$ cat src/rtl/memwb_stage.sv
// Memory / writeback stage: issues data-BRAM and accelerator-bus accesses and
// retires every writeback source through one fixed-latency in-order pipe.
module memwb_stage #(
  parameter int DATA_W      = 16,
  parameter int DADDR_W     = 11,
  parameter int REG_W       = 4,
  parameter int BUS_ADDR_W  = 3,
  parameter int MEM_LAT     = 1,
  parameter int BUS_TIMEOUT = 255
) (
  input  logic                  clk,
  input  logic                  rst,
  input  logic                  ex_alutoreg,
  input  logic                  ex_memtoreg,
  input  logic                  ex_bustoreg,
  input  logic                  ex_memread,
  input  logic                  ex_memwrite,
  input  logic                  ex_buswrite,
  input  logic                  ex_halt,
  input  logic [DATA_W-1:0]     ex_alu_out,
  input  logic [DATA_W-1:0]     ex_data2,
  input  logic [REG_W-1:0]      ex_dest,
  input  logic [BUS_ADDR_W-1:0] ex_bus_addr,
  output logic                  dmem_ren,
  output logic                  dmem_wren,
  output logic [DADDR_W-1:0]    dmem_addr,
  output logic [DATA_W-1:0]     dmem_data_to,
  input  logic [DATA_W-1:0]     dmem_data_from,
  output logic                  bus_wr,
  output logic                  bus_rd,
  output logic [BUS_ADDR_W-1:0] bus_addr,
  output logic [DATA_W-1:0]     bus_wdata,
  input  logic [DATA_W-1:0]     bus_rdata,
  input  logic                  bus_ack,
  output logic                  stall,
  output logic                  wb_en,
  output logic [REG_W-1:0]      wb_dest,
  output logic [DATA_W-1:0]     wb_data,
  output logic                  halt,
  output logic                  bus_err
);

  localparam int CNT_W = (BUS_TIMEOUT < 2) ? 1 : $clog2(BUS_TIMEOUT + 1);
  localparam int LAST  = MEM_LAT - 1;

  typedef enum logic {S_IDLE, S_WAIT} state_t;

  state_t                  r_state;
  state_t                  w_state_nxt;
  logic [CNT_W-1:0]        r_cnt;
  logic                    r_halt;
  logic                    r_err;
  logic [BUS_ADDR_W-1:0]   r_bus_addr;

  // Retire pipe: slot 0 is written on accept, slot LAST drives the register file.
  logic                    r_vld_p  [MEM_LAT];
  logic                    r_load_p [MEM_LAT];
  logic [REG_W-1:0]        r_dest_p [MEM_LAT];
  logic [DATA_W-1:0]       r_pay_p  [MEM_LAT];

  logic                    w_active;
  logic                    w_idle_acc;
  logic                    w_push;
  logic                    w_push_load;
  logic [DATA_W-1:0]       w_push_pay;
  logic                    w_bus_rd;
  logic                    w_stall;
  logic                    w_timeout;

  // Side effects are only permitted while running, out of reset, and not waiting on the bus.
  assign w_active   = !r_halt && !rst;
  assign w_idle_acc = w_active && (r_state == S_IDLE);

  // Bus-read FSM next state, retire-pipe push selection and stall generation.
  always_comb begin
    w_state_nxt = r_state;
    w_push      = 1'b0;
    w_push_load = 1'b0;
    w_push_pay  = '0;
    w_bus_rd    = 1'b0;
    w_stall     = 1'b0;
    w_timeout   = 1'b0;
    unique case (r_state)
      S_IDLE: begin
        if (w_active) begin
          if (ex_memtoreg) begin
            // A store issued alongside a load suppresses the load's writeback.
            if (!ex_memwrite) begin
              w_push      = 1'b1;
              w_push_load = 1'b1;
            end
          end else if (ex_bustoreg) begin
            w_bus_rd = 1'b1;
            if (bus_ack) begin
              w_push     = 1'b1;
              w_push_pay = bus_rdata;
            end else begin
              w_stall     = 1'b1;
              w_state_nxt = S_WAIT;
            end
          end else if (ex_alutoreg) begin
            w_push     = 1'b1;
            w_push_pay = ex_alu_out;
          end
        end
      end
      S_WAIT: begin
        if (!w_active) begin
          // Halt abandons the outstanding read without a writeback.
          w_state_nxt = S_IDLE;
        end else begin
          w_bus_rd = 1'b1;
          if (bus_ack) begin
            w_push      = 1'b1;
            w_push_pay  = bus_rdata;
            w_state_nxt = S_IDLE;
          end else if (r_cnt == CNT_W'(BUS_TIMEOUT)) begin
            w_push      = 1'b1;
            w_timeout   = 1'b1;
            w_state_nxt = S_IDLE;
          end else begin
            w_stall = 1'b1;
          end
        end
      end
      default: w_state_nxt = S_IDLE;
    endcase
  end

  // FSM state, wait counter and sticky status flags.
  always_ff @(posedge clk) begin
    if (rst) begin
      r_state <= S_IDLE;
      r_cnt   <= '0;
      r_halt  <= 1'b0;
      r_err   <= 1'b0;
    end else begin
      r_state <= w_state_nxt;
      if ((r_state == S_WAIT) && (w_state_nxt == S_WAIT))
        r_cnt <= r_cnt + CNT_W'(1);
      else
        r_cnt <= '0;
      if (ex_halt)
        r_halt <= 1'b1;
      if (w_timeout)
        r_err <= 1'b1;
    end
  end

  // Capture the bus address while idle so it is held for the whole wait.
  always_ff @(posedge clk) begin
    if (r_state == S_IDLE)
      r_bus_addr <= ex_bus_addr;
  end

  // Retire-pipe valid bits: a bubble enters whenever nothing is pushed.
  always_ff @(posedge clk) begin
    if (rst) begin
      for (int i = 0; i < MEM_LAT; i++)
        r_vld_p[i] <= 1'b0;
    end else begin
      r_vld_p[0] <= w_push;
      for (int i = 1; i < MEM_LAT; i++)
        r_vld_p[i] <= r_vld_p[i-1];
    end
  end

  // Retire-pipe payload; qualified by the valid bits so it needs no reset.
  always_ff @(posedge clk) begin
    r_load_p[0] <= w_push_load;
    r_dest_p[0] <= ex_dest;
    r_pay_p[0]  <= w_push_pay;
    for (int i = 1; i < MEM_LAT; i++) begin
      r_load_p[i] <= r_load_p[i-1];
      r_dest_p[i] <= r_dest_p[i-1];
      r_pay_p[i]  <= r_pay_p[i-1];
    end
  end

  assign dmem_ren     = w_idle_acc && ex_memread && !ex_memwrite;
  assign dmem_wren    = w_idle_acc && ex_memwrite;
  assign dmem_addr    = ex_alu_out[DADDR_W-1:0];
  assign dmem_data_to = ex_data2;

  assign bus_rd    = w_bus_rd;
  assign bus_wr    = w_idle_acc && ex_buswrite;
  assign bus_wdata = bus_wr ? ex_data2 : '0;
  assign bus_addr  = w_bus_rd ? ((r_state == S_WAIT) ? r_bus_addr : ex_bus_addr)
                              : (bus_wr ? ex_bus_addr : '0);
  assign stall     = w_stall;

  // Load data arrives from the BRAM exactly when its slot reaches the end of the pipe.
  assign wb_en   = r_vld_p[LAST];
  assign wb_dest = r_vld_p[LAST] ? r_dest_p[LAST] : '0;
  assign wb_data = !r_vld_p[LAST] ? '0 :
                   (r_load_p[LAST] ? dmem_data_from : r_pay_p[LAST]);

  assign halt    = r_halt;
  assign bus_err = r_err;

endmodule

$ cat config.mk
export PLATFORM = sky130hd
export DESIGN_NAME = memwb_stage
export DESIGN_NICKNAME = d
export VERILOG_FILES = /design/src/rtl/memwb_stage.sv
export SDC_FILE = /design/constraint.sdc
export NUM_CORES = 1
export LEC_CHECK = 0
export CAP_MARGIN = 10
export CORE_ASPECT_RATIO = 0.6
export CORE_MARGIN = 3
export CORE_UTILIZATION = 30
export CTS_CLUSTER_DIAMETER = 60
export DETAILED_ROUTE_END_ITERATION = 10
export HOLD_SLACK_MARGIN = 0.03
export PLACE_DENSITY = 0.77
export SETUP_SLACK_MARGIN = 0.4
export SLEW_MARGIN = 20
export SYNTH_ARGS = -nofsm -noshare
export SYNTH_HDL_FRONTEND = slang
export SYNTH_SLANG_ARGS = --single-unit
export TNS_END_PERCENT = 50
$ cat constraint.sdc
create_clock -name clk -period 1.45 [get_ports clk]
set_clock_uncertainty 0.1 [all_clocks]
set_input_delay 0.145 -clock clk [delete_from_list [all_inputs] [get_ports clk]]
set_output_delay 0.145 -clock clk [all_outputs]
set_load 0.01 [all_outputs]
=== Word level (Yosys, flattened, before mapping) ===
Memory sizes are Yosys's and may differ from the RTL's.
Cells that the tools add are included.

* Logic and storage cells: 73
* Memories kept: 4
* Bits in writable memories: 22
* Output and inout bits: 74
* Register bits after elaboration: 14

* Eq/ne operators: 1
* Mux-type cells: 48
* Bitwise logic cells: 2
* Reductions and logical operators: 12
* $add $sub $neg: 1

{| class="wikitable"
|+ Memories
! name !! words !! bits a word !! rd ports !! clocked after Yosys merged registers in !! write ports !! RTL line !! text
|-
| r_pay_p || 1 || 16 || 1 || 0 || 1 || 59 || <nowiki>logic [DATA_W-1:0] r_pay_p [MEM_LAT];</nowiki>
|-
| r_dest_p || 1 || 4 || 1 || 0 || 1 || 58 || <nowiki>logic [REG_W-1:0] r_dest_p [MEM_LAT];</nowiki>
|-
| r_load_p || 1 || 1 || 1 || 0 || 1 || 57 || <nowiki>logic r_load_p [MEM_LAT];</nowiki>
|-
| r_vld_p || 1 || 1 || 1 || 0 || 1 || 56 || <nowiki>logic r_vld_p [MEM_LAT];</nowiki>
|}

{| class="wikitable"
|+ Operators with widths
! cell !! count
|-
| two-way mux 16 bit || 9
|-
| one-hot mux 16 bit (2 select lines) || 1
|-
| two-way mux 1 bit || 31
|-
| two-way mux 3 bit || 3
|-
| adder 8 x 1 -> 8 bit, second input constant || 1
|-
| equality test 8 bit, second input constant || 1
|-
| logical AND 1 bit || 7
|-
| one-hot mux 1 bit (2 select lines) || 3
|-
| two-way mux 4 bit || 1
|-
| logical NOT 1 bit || 3
|-
| NOT 1 bit || 2
|-
| OR reduction 2 bit || 1
|-
| OR reduction 1 bit || 1
|}

=== Logic depth before layout (Yosys ltp) ===
* Word-level depth: 8
* Mapped depth: 5
* Gate-level depth less buffers: 4

=== Least setup slack after synthesis ===
OpenSTA, ideal clock, no wires.

* Kind: reg-to-output
* Start point: reg r_halt (netlist: halt)
* End point: out bus_wdata[10]
* Arrival time: 1.398 ns
* Path buffers: 2
* Setup slack: -0.193 ns
* Cell stages (with the launch flop): 6
* Cell sequence: dfxtp_1 nor2_1 and3_1 clkbuf_1 buf_2 and2_1

* Word-level cells in the longest chain between the ends: 5

{| class="wikitable"
|+ RTL lines
! what !! RTL line !! text
|-
| from (decl) || 51 || <nowiki>logic r_halt;</nowiki>
|-
| from (signal assigned) || 135 || <nowiki>r_halt <= 1'b0;</nowiki>
|-
| from (signal assigned) || 144 || <nowiki>r_halt <= 1'b1;</nowiki>
|-
| logical NOT 1 bit || 71 || <nowiki>assign w_active = !r_halt && !rst;</nowiki>
|-
| logical AND 1 bit || 71 ||
|-
| logical AND 1 bit || 72 || <nowiki>assign w_idle_acc = w_active && (r_state == S_IDLE);</nowiki>
|-
| logical AND 1 bit || 186 || <nowiki>assign bus_wr = w_idle_acc && ex_buswrite;</nowiki>
|-
| via bus_wr || 29 || <nowiki>output logic bus_wr,</nowiki>
|-
| two-way mux 16 bit || 187 || <nowiki>assign bus_wdata = bus_wr ? ex_data2 : '0;</nowiki>
|-
| to (decl) || 32 || <nowiki>output logic [DATA_W-1:0] bus_wdata,</nowiki>
|}

The timed path passes the listed nets, and every way through them passes these cells.

=== Worst setup path in the final report ===
* Start point: reg r_state
* End point: mem r_pay_p[0][3]

* Word-level cells in the longest chain between the ends: 2

{| class="wikitable"
|+ RTL lines
! what !! RTL line !! text
|-
| from (decl) || 48 || <nowiki>state_t r_state;</nowiki>
|-
| from (signal assigned) || 138 || <nowiki>r_state <= w_state_nxt;</nowiki>
|-
| NOT 1 bit || - ||
|-
| one-hot mux 16 bit (2 select lines) (*) || 83 || <nowiki>unique case (r_state)</nowiki>
|-
| via w_push_pay[3] || 65 || <nowiki>logic [DATA_W-1:0] w_push_pay;</nowiki>
|-
| to (decl) || 59 ||
|}

The timed path passes the listed nets; every way through them passes the cells marked *.

==> impl_metrics.yaml <==
final_layout:
  syn_to_final_growth_pct: 102.5
  fin_util_pct: 66.56
  fin_area_um2: 3918
  finalNetCount: 472
  insertedDiodeCount: 0
  drive_gt1_share_pct: 44.50
clocking:
  max-clock-path-buffers: 2
  cts_tree: "done"
  cts_hold_buf: 0
  clk_pin_slew_worst_paths_ps: 80
  numCtsBuffers: 5
  cts-htree-levels: 2
  clk_latency_ps: 280
  cts_sinks: 36
  cts_root_buf: "clkbuf_8"
sta:
  rsz0062_at_grt: "true"
  final_max_slew_viol_count: 0
  hold_viol: 0
  fin_setup_tns_ps: -9869
  worstMarginPinSlew_ps: 307.9
  fmax_ghz: 0.5676
  setup_viol: 60
  layout_setup_ws_ps: -311.9
  slew_headroom_pct: 79.35
  fin_crit_ps: 1762
  timing.final.crit_share_pct: 121.5
critical_path:
  cp_common_cell: "buf_6"
  rr_endpoint: "r_pay_p[0][3]"
  rrSetupSlack_ps: -310
  crit_arrival_ps: 1900
  critical-path-slowest-cell: "dfxtp_4"
  crit_type: "reg2reg"
  end_kind: "flop"
  cp_max_fo: 8
  regToRegStartpoint: "r_state"
  ff2ff_path_depth: 7
  startpoint_type: "flop"
  worstPathCellList: "buf_6, or3_4, buf_6, nor4b_4, buf_4, clkbuf_16, a22o_1"
  critPathMaxStageDelay_ps: 370
  crit_required_ps: 1580
placement:
  place.gp.congestion: 0.7897
  dpl_cell_area_um2: 3709
  io_buffers: 154
  dpl.hpwl_um: 5451
global_route:
  grt_usage_pct: 17.90
  use_met1_pct: 21.06
  grt_max_degree: 18
  busiest_layer: "met2"
  antenna_found_initial: 0
  grt.overflow.total: 0
  grt_pass1_vias: 2128
  grtUsageMet3_pct: 5.938
  grt_pass1_wl_um: 10310
  grtUsageMet2_pct: 32.37
floorplanning:
  fp.dieArea_um2: 7479
  core_um2: 5886
  io_pins: 155
  start_util_pct: 32.87
  fp.dieH_um: 68.20
  fp.dieW_um: 109.7
  rows: 21
synth:
  synth.most_common_cell: "dfxtp_1"
  yosysWarnings: 0
  syn_area_per_cell_um2: 9.390
  ys_ff_latch: 36
  synthFlopType: "dfxtp_1"
  yosysTopAreaCellShare_pct: 37.26
  synth_edf_count: 0
  synth_largest_area_cell: "dfxtp_1"
  ys_seq_area_share_pct: 37.26
  synthArstFlopShare_pct: 0
  synth_cell_types: 35
  syn_area_um2: 1934
  synth_common_cells: "36 x dfxtp_1, 27 x buf_4, 20 x and2_1"
  syn_inst: 206
  synthTopCellsByArea: "dfxtp_1 37%, buf_4 10%, mux2i_1 9.3%"
  synth_nets: 288
route:
  routed_wl_um: 7103
  drc_errors: 0
  postRouteAntennaNets: 0
  initialDrtViolationCount: 48
  first_pass_iters: 4
  wl_per_cell_um: 15.08
  vias: 2101
  vias_per_cell: 4.461
run_status:
  status: "finished with violations"
  violations: "setup timing"
worst_hold_path:
  holdPathStages: 2
  min_from: "ex_alu_out[0]"
  min_path_type: "in2reg"
  min_to: "r_pay_p[0][0]"
run:
  cap_violations: 0
power_and_ir_drop:
  leakage_nw: 1.743
  power_density_nw_per_um2: 621.1
  ir_worst_vdd_mv: 0.3499
[registers in the layout, indices dropped and copies added (netlist names)]
signal      cells
halt            1
r_state         1
r_dest_p        4
r_bus_addr      3
r_cnt           8
r_pay_p        16
r_load_p        1
r_vld_p         1
bus_err         1
[worst max-delay path: cells and delay by family, from the launching register on]
| kind | cells | cell delay (ps) |
|---|---|---|
| and+or+nand+nor | 2 | 570 |
| buffers and inverters | 4 | 530 |
| DFF | 1 | 370 |
| AOI/OAI and AO/OA | 1 | 130 |
[final cells by class]
class | instances | area, um2
multi-input combinational | 126 | 1067
timing repair buffer | 214 | 1903
sequential | 36 | 733.2
tap | 80 | 100.1
clock buffer | 5 | 68.82
clock inverter | 3 | 18.77
fill | 516 | 1968
inverter | 7 | 26.28
[routing by layer]
metal,vias up,wire length (um)
li1,1052,-
met3,4,665
met2,89,3530
met5,-,0
met1,956,2877
met4,0,30
[metrics by stage]
stage | power (mW) | std cells | hold WS (ps) | setup slack (ps)
3_5_place_dp | 1.714 | 438 | 364.1 | -659.5
4_1_cts | 2.438 | 467 | 185.6 | -338.7
5_1_grt | 2.560 | 471 | 35.95 | -377.0
6_report | 2.433 | 471 | 44.58 | -311.9
3_3_place_gp | 1.706 | 438 | 363.3 | -656.3
2_1_floorplan | 1.288 | 206 | 72.72 | -123.1
[cell families after synthesis]
| family | after synthesis | synth area share [%] |
|---|---|---|
| mux | 21 | 11.06 |
| buf+inv | 44 | 14.36 |
| xor+xnor | 3 | 1.359 |
| fa+ha+maj | 1 | 0.6467 |
| flops | 36 | 37.26 |
| simple gates | 66 | 21.41 |
| compound gates | 35 | 13.91 |
[repair_timing]
item | 4_1_cts | 5_1_grt
gates resized for setup | 318 | 18
setup endpoints to repair | 103 | 89
gates cloned | 2 | 0
pin swaps | 7 | 4
buffers inserted | 19 | 4
[where the power goes]
part | switching, mW | internal, mW | leakage, nW
sequential | 0.0174 | 1.02 | 0.297
combinational | 0.229 | 0.457 | 1.40
clock | 0.378 | 0.335 | 0.0479
[layout by cell type, fill, tap and decap left out, types with 5 or more instances in the layout]
| cell | instances |
|---|---|
| dfxtp_1 | 32 |
| buf_6 | 27 |
| buf_4 | 42 |
| and2_4 | 12 |
| dlygate4sd2_1 | 7 |
| clkbuf_8 | 5 |
| clkdlybuf4s50_1 | 75 |
| buf_12 | 5 |
| buf_2 | 49 |
| and2_1 | 8 |
| nor2b_1 | 16 |
| inv_1 | 5 |
| a22o_1 | 16 |
| nor2_1 | 7 |
| mux2i_1 | 17 |
[how the worst max path moves through the flow]
stage,startpoint,to,slack [ps]
floorplan,r_state,r_pay_p[0][10],-120
global placement,ex_bustoreg,bus_addr[2],-660
detailed placement,ex_bustoreg,stall,-660
CTS,r_state,r_pay_p[0][15],-340
global route,r_state,r_pay_p[0][6],-380
finish,r_state,r_pay_p[0][3],-310
Power figures use the tool's default switching activity.
